==> src/rtl/regfile_write_arbiter.sv <==
// Register-file write-port arbiter: round-robin between the ALU (req0) and
// load (req1) writeback paths, a one-entry write stage driving the write
// port, and forwarding of the staged write onto both read ports.
module regfile_write_arbiter #(
    parameter int DATA_WIDTH       = 32,
    parameter int REG_SELECT_WIDTH = 5
) (
    input  logic                        clk,
    input  logic                        rst,
    input  logic                        stall,
    input  logic                        req0_valid,
    input  logic [REG_SELECT_WIDTH-1:0] req0_addr,
    input  logic [DATA_WIDTH-1:0]       req0_data,
    output logic                        req0_ready,
    input  logic                        req1_valid,
    input  logic [REG_SELECT_WIDTH-1:0] req1_addr,
    input  logic [DATA_WIDTH-1:0]       req1_data,
    output logic                        req1_ready,
    output logic                        RegWrite,
    output logic [REG_SELECT_WIDTH-1:0] write_address,
    output logic [DATA_WIDTH-1:0]       write_data,
    input  logic [REG_SELECT_WIDTH-1:0] read_sel_1,
    input  logic [REG_SELECT_WIDTH-1:0] read_sel_2,
    input  logic [DATA_WIDTH-1:0]       rf_read_data_1,
    input  logic [DATA_WIDTH-1:0]       rf_read_data_2,
    output logic [DATA_WIDTH-1:0]       read_data_1,
    output logic [DATA_WIDTH-1:0]       read_data_2
);

    typedef struct packed {
        logic                        valid;
        logic [REG_SELECT_WIDTH-1:0] addr;
        logic [DATA_WIDTH-1:0]       data;
    } stage_t;

    stage_t stage_q, stage_d;
    // last_grant_q = 1 means req1 won the most recent grant
    logic   last_grant_q, last_grant_d;
    logic   grant0, grant1;

    // Grant: single requester wins outright; on contention the one not granted last wins
    always_comb begin
        grant0 = 1'b0;
        grant1 = 1'b0;
        if (!stall) begin
            if (req0_valid && req1_valid) begin
                grant0 = last_grant_q;
                grant1 = ~last_grant_q;
            end else begin
                grant0 = req0_valid;
                grant1 = req1_valid;
            end
        end
    end

    assign req0_ready = grant0;
    assign req1_ready = grant1;

    // Next stage contents: the winner, or an all-zero empty entry
    always_comb begin
        stage_d      = '0;
        last_grant_d = last_grant_q;
        if (grant0) begin
            stage_d.valid = 1'b1;
            stage_d.addr  = req0_addr;
            stage_d.data  = req0_data;
            last_grant_d  = 1'b0;
        end else if (grant1) begin
            stage_d.valid = 1'b1;
            stage_d.addr  = req1_addr;
            stage_d.data  = req1_data;
            last_grant_d  = 1'b1;
        end
    end

    // Write stage reloads every cycle; arbiter history only moves on a grant
    always_ff @(posedge clk or negedge rst) begin
        if (!rst) begin
            stage_q      <= '0;
            last_grant_q <= 1'b1;
        end else begin
            stage_q      <= stage_d;
            last_grant_q <= last_grant_d;
        end
    end

    assign RegWrite      = stage_q.valid;
    assign write_address = stage_q.addr;
    assign write_data    = stage_q.data;

    // Bypass the staged write so reads during the write cycle see new data
    always_comb begin
        read_data_1 = rf_read_data_1;
        read_data_2 = rf_read_data_2;
        if (stage_q.valid && (read_sel_1 == stage_q.addr)) read_data_1 = stage_q.data;
        if (stage_q.valid && (read_sel_2 == stage_q.addr)) read_data_2 = stage_q.data;
    end

endmodule
==> config.mk <==
export PLATFORM = sky130hd
export DESIGN_NAME = regfile_write_arbiter
export DESIGN_NICKNAME = d
export VERILOG_FILES = /design/src/rtl/regfile_write_arbiter.sv
export SDC_FILE = /design/constraint.sdc
export NUM_CORES = 1
export LEC_CHECK = 0
export CORE_MARGIN = 2
export CORE_UTILIZATION = 25
export CTS_CLUSTER_SIZE = 10
export DETAILED_ROUTE_END_ITERATION = 16
export DONT_BUFFER_PORTS = 1
export PLACE_DENSITY = 0.37
export SLEW_MARGIN = 20
export SYNTH_ARGS = -nofsm -noshare
export SYNTH_HDL_FRONTEND = slang
export SYNTH_SLANG_ARGS = --single-unit
==> constraint.sdc <==
create_clock -name clk -period 1.5 [get_ports clk]
set_input_delay 0.075 -clock clk [delete_from_list [all_inputs] [get_ports clk]]
set_output_delay 0.075 -clock clk [all_outputs]
set_load 0.01 [all_outputs]
==> impl_metrics.env <==
export IMPL_violations="setup timing"
export IMPL_htree_num_levels=2
export IMPL_asyncSetResetFlopFracSynth_pct=100
export IMPL_worst_ir_drop_vdd_mv=0.309
export IMPL_cts_buffers_inserted=5
export IMPL_wl_mm=9.17
export IMPL_synth_most_common_cell="dfrtp_1"
export IMPL_finClkSkew_ns=0.00514
export IMPL_post_route_cells_drive_above_1_share_pct=36.3
export IMPL_grt_pass1_wl_mm=11.7
export IMPL_outcome="finished with violations"
export IMPL_critPathSlowestCell="dfrtp_1"
export IMPL_fp_dieH_um=103
export IMPL_synth_largest_area_cell="dfrtp_1"
export IMPL_cts_buffer_depth=2
export IMPL_synthTopCellsByArea="dfrtp_1 39%, mux2_4 18%, mux2_2 14%, a22o_1 13%, xor2_1 2.9%"
export IMPL_dpl_hpwl_mm=5.81
export IMPL_ant_nets=0
export IMPL_report_final_setup_viol=64
export IMPL_start_util_pct=25.4
export IMPL_fin_crit_sh_pct=138
export IMPL_syn_inst=179
export IMPL_postSynthAreaPerCell_um2=13.6
export IMPL_finish_net_count=420
export IMPL_worstPathArrival_ns=1.99
export IMPL_total_leakage_power_nw=1.68
export IMPL_syn2layout_area_growth_pct=54.5
export IMPL_rows=36
export IMPL_hp_class="input port to flop"
export IMPL_cts_sinks=39
export IMPL_timing_critical_path_required_ns=1.42
export IMPL_crit_path_max_fo=10
export IMPL_dr_total_vias=2038
export IMPL_mappedNetlistArea_um2=2430
export IMPL_insertion_delay_ns=0.29
export IMPL_timing_max_cap_violations=0
export IMPL_instances_no_fill=400
export IMPL_pre_cts_slack_ns=-0.316
export IMPL_worstMarginPinSlew_ns=0.809
export IMPL_rsz0062_at_grt="yes"
export IMPL_critical_path_buf_inv_count=1
export IMPL_critPathMaxStageDelay_ns=0.41
export IMPL_grt_pass1_vias=2250
export IMPL_synth_top_cells_by_count="38 x dfrtp_1, 37 x a22o_1, 30 x mux2_2, 30 x mux2_4, 8 x xor2_1"
export IMPL_fillerInstances=873
export IMPL_setup_worst_path_end_class="output pin"
export IMPL_detail_route_iter0_violations=71
export IMPL_timing_max_slew_rel_slack_pct=45.9
export IMPL_wire_per_inst_um=22.9
export IMPL_dp_cells=307
export IMPL_fin_hold_ws_ns=0.0200
export IMPL_grt_overflow_total=0
export IMPL_yosysWarnings=0
export IMPL_yosysTopAreaCellShare_pct=39.1
export IMPL_power_density_nw_per_um2=727
export IMPL_routed_via_density=5.10
export IMPL_core_area_um2=9590
export IMPL_timing_critical_path_cells="xor2_1 -> nor4_2 -> and3_4 -> buf_12 -> mux2_4"
export IMPL_clkTransAtPathRegs_ns=0.08
export IMPL_timing_worst_setup_path_type="flop to output pin"
export IMPL_antenna_violations_before_repair=0
export IMPL_total_power_mw=2.74
export IMPL_cts_root_buffer="clkbuf_8"
export IMPL_ioPinCount=257
export IMPL_clock_fmax_mhz=484
export IMPL_number_of_synthesized_flops_with_an_enable_pin=0
export IMPL_final_hold_viol_count=0
export IMPL_cpLargestDelayFamily="simple AND/OR/NAND/NOR gates"
export IMPL_floorplan_die_width_um=103
export IMPL_die_area_um2=10500
export IMPL_fin_ws_ns=-0.568
export IMPL_finalSetupTns_ns=-34.56
export IMPL_insertedDiodeCount=0
export IMPL_fin_crit_ns=2.07
export IMPL_synth_sequential_area_ratio_pct=40.1
export IMPL_mappedNetlistNets=332
export IMPL_count_of_state_elements_after_synthesis=39
export IMPL_grt_total_usage_pct=15.1
export IMPL_drt_pass1_iterations=4
export IMPL_post_synth_num_cell_types=21
export IMPL_total_drc_errors_in_the_routed_layout=0
export IMPL_cts_tree="yes"
export IMPL_final_max_slew_viol_count=0
export IMPL_gp_congestion=0.772
export IMPL_port_buffers=0
export IMPL_timing_critical_path_from_type="flop"
export IMPL_grt_max_degree=40
export IMPL_yosys_most_used_dff="dfrtp_1"
## routing by layer
layer	GRT usage [%]	vias up	wire, um
li1	-	847	-
met1	15.1	1000	3230
met2	30.1	174	5060
met3	3.86	17	700
met4	4.92	0	177
met5	0	-	0
## metrics by stage
stage               utilization, %  cell area [um^2]
finish                        39.2              3760
global placement              28.5              2740
detailed placement            28.5              2740
CTS                           38.4              3690
global route                  39.2              3760
floorplan                        -              2560
## sequential cells by signal, indices dropped and copies added (netlist names)
signal	cells
write_address	5
last_grant_q	1
RegWrite	1
write_data	32
## cell usage in the layout (no fill, tap or decap), drive strengths merged, types with 2 or more instances in the layout
master and instances:
a21oi 3, dlygate4sd3 77, nand2b 2, and3 2, nor4 2, xor2 8, buf 17, nor2 2
xnor2 2, clkbuf 8, dfrtp 38, a22o 37, mux2 64
## final timing paths
| check | startpoint | slack (ns) | end | cells after the start |
|---|---|---|---|---|
| worst min register to register | last_grant_q$_DFFE_PN1P_ | 0.53 | last_grant_q$_DFFE_PN1P_ | 2 |
| max in group asynchronous | rst | 0.99 | last_grant_q$_DFFE_PN1P_ | 2 |
| worst min-delay path | req0_valid | 0.02 | last_grant_q$_DFFE_PN1P_ | 3 |
| worst max-delay path | write_address[2]$_DFF_PN0_ | -0.57 | read_data_2[11] | 5 |
| worst max register to register | last_grant_q$_DFFE_PN1P_ | 0.08 | write_data[6]$_DFF_PN0_ | 3 |
| min in group asynchronous | rst | 0.25 | write_data[28]$_DFF_PN0_ | 2 |
## kinds of logic (layout without fill, tap and decap cells)
kind of cell | count (synthesis) | after routing | share of synthesized area (%)
AO/OA/AOI/OAI | 40 | 41 | 13.9
XOR/XNOR | 10 | 10 | 3.60
buffers and inverters | 17 | 104 | 6.11
flip-flops | 39 | 39 | 40.1
AND/OR/NAND/NOR | 9 | 9 | 2.00
multiplexers | 64 | 64 | 34.2
## cell type report
| class | count | area [um^2] | area share (%) |
|---|---|---|---|
| Clock buffer | 6 | 82.6 | 2.20 |
| Clock inverter | 1 | 5.00 | 0.133 |
| Inverter | 1 | 3.75 | 0.0998 |
| Multi-Input combinational cell | 124 | 1490 | 39.7 |
| Sequential cell | 39 | 977 | 26.0 |
| Tap cell | 133 | 166 | 4.42 |
| Timing Repair Buffer | 96 | 1030 | 27.5 |
## worst register-to-register path, delay by kind of cell (launching register included)
kind,cells,cell delay (ns)
flip-flops,1,0.40
buffers and inverters,1,0.15
AO/OA/AOI/OAI,2,0.80
## timing repair
item	in CTS	in global routing
pin swaps	1	2
buffers inserted	3	2
hold buffers	78	0
endpoints found under the hold margin	77	0
gates resized for setup	9	2
cloned	1	3
setup endpoints to repair	102	82
## report_power, final
group	switching, mW	internal [mW]
Combinational	0.305	0.421
Clock	0.379	0.362
Sequential	0.130	1.14
Total	0.814	1.92
(Power assumes the default switching activity.)
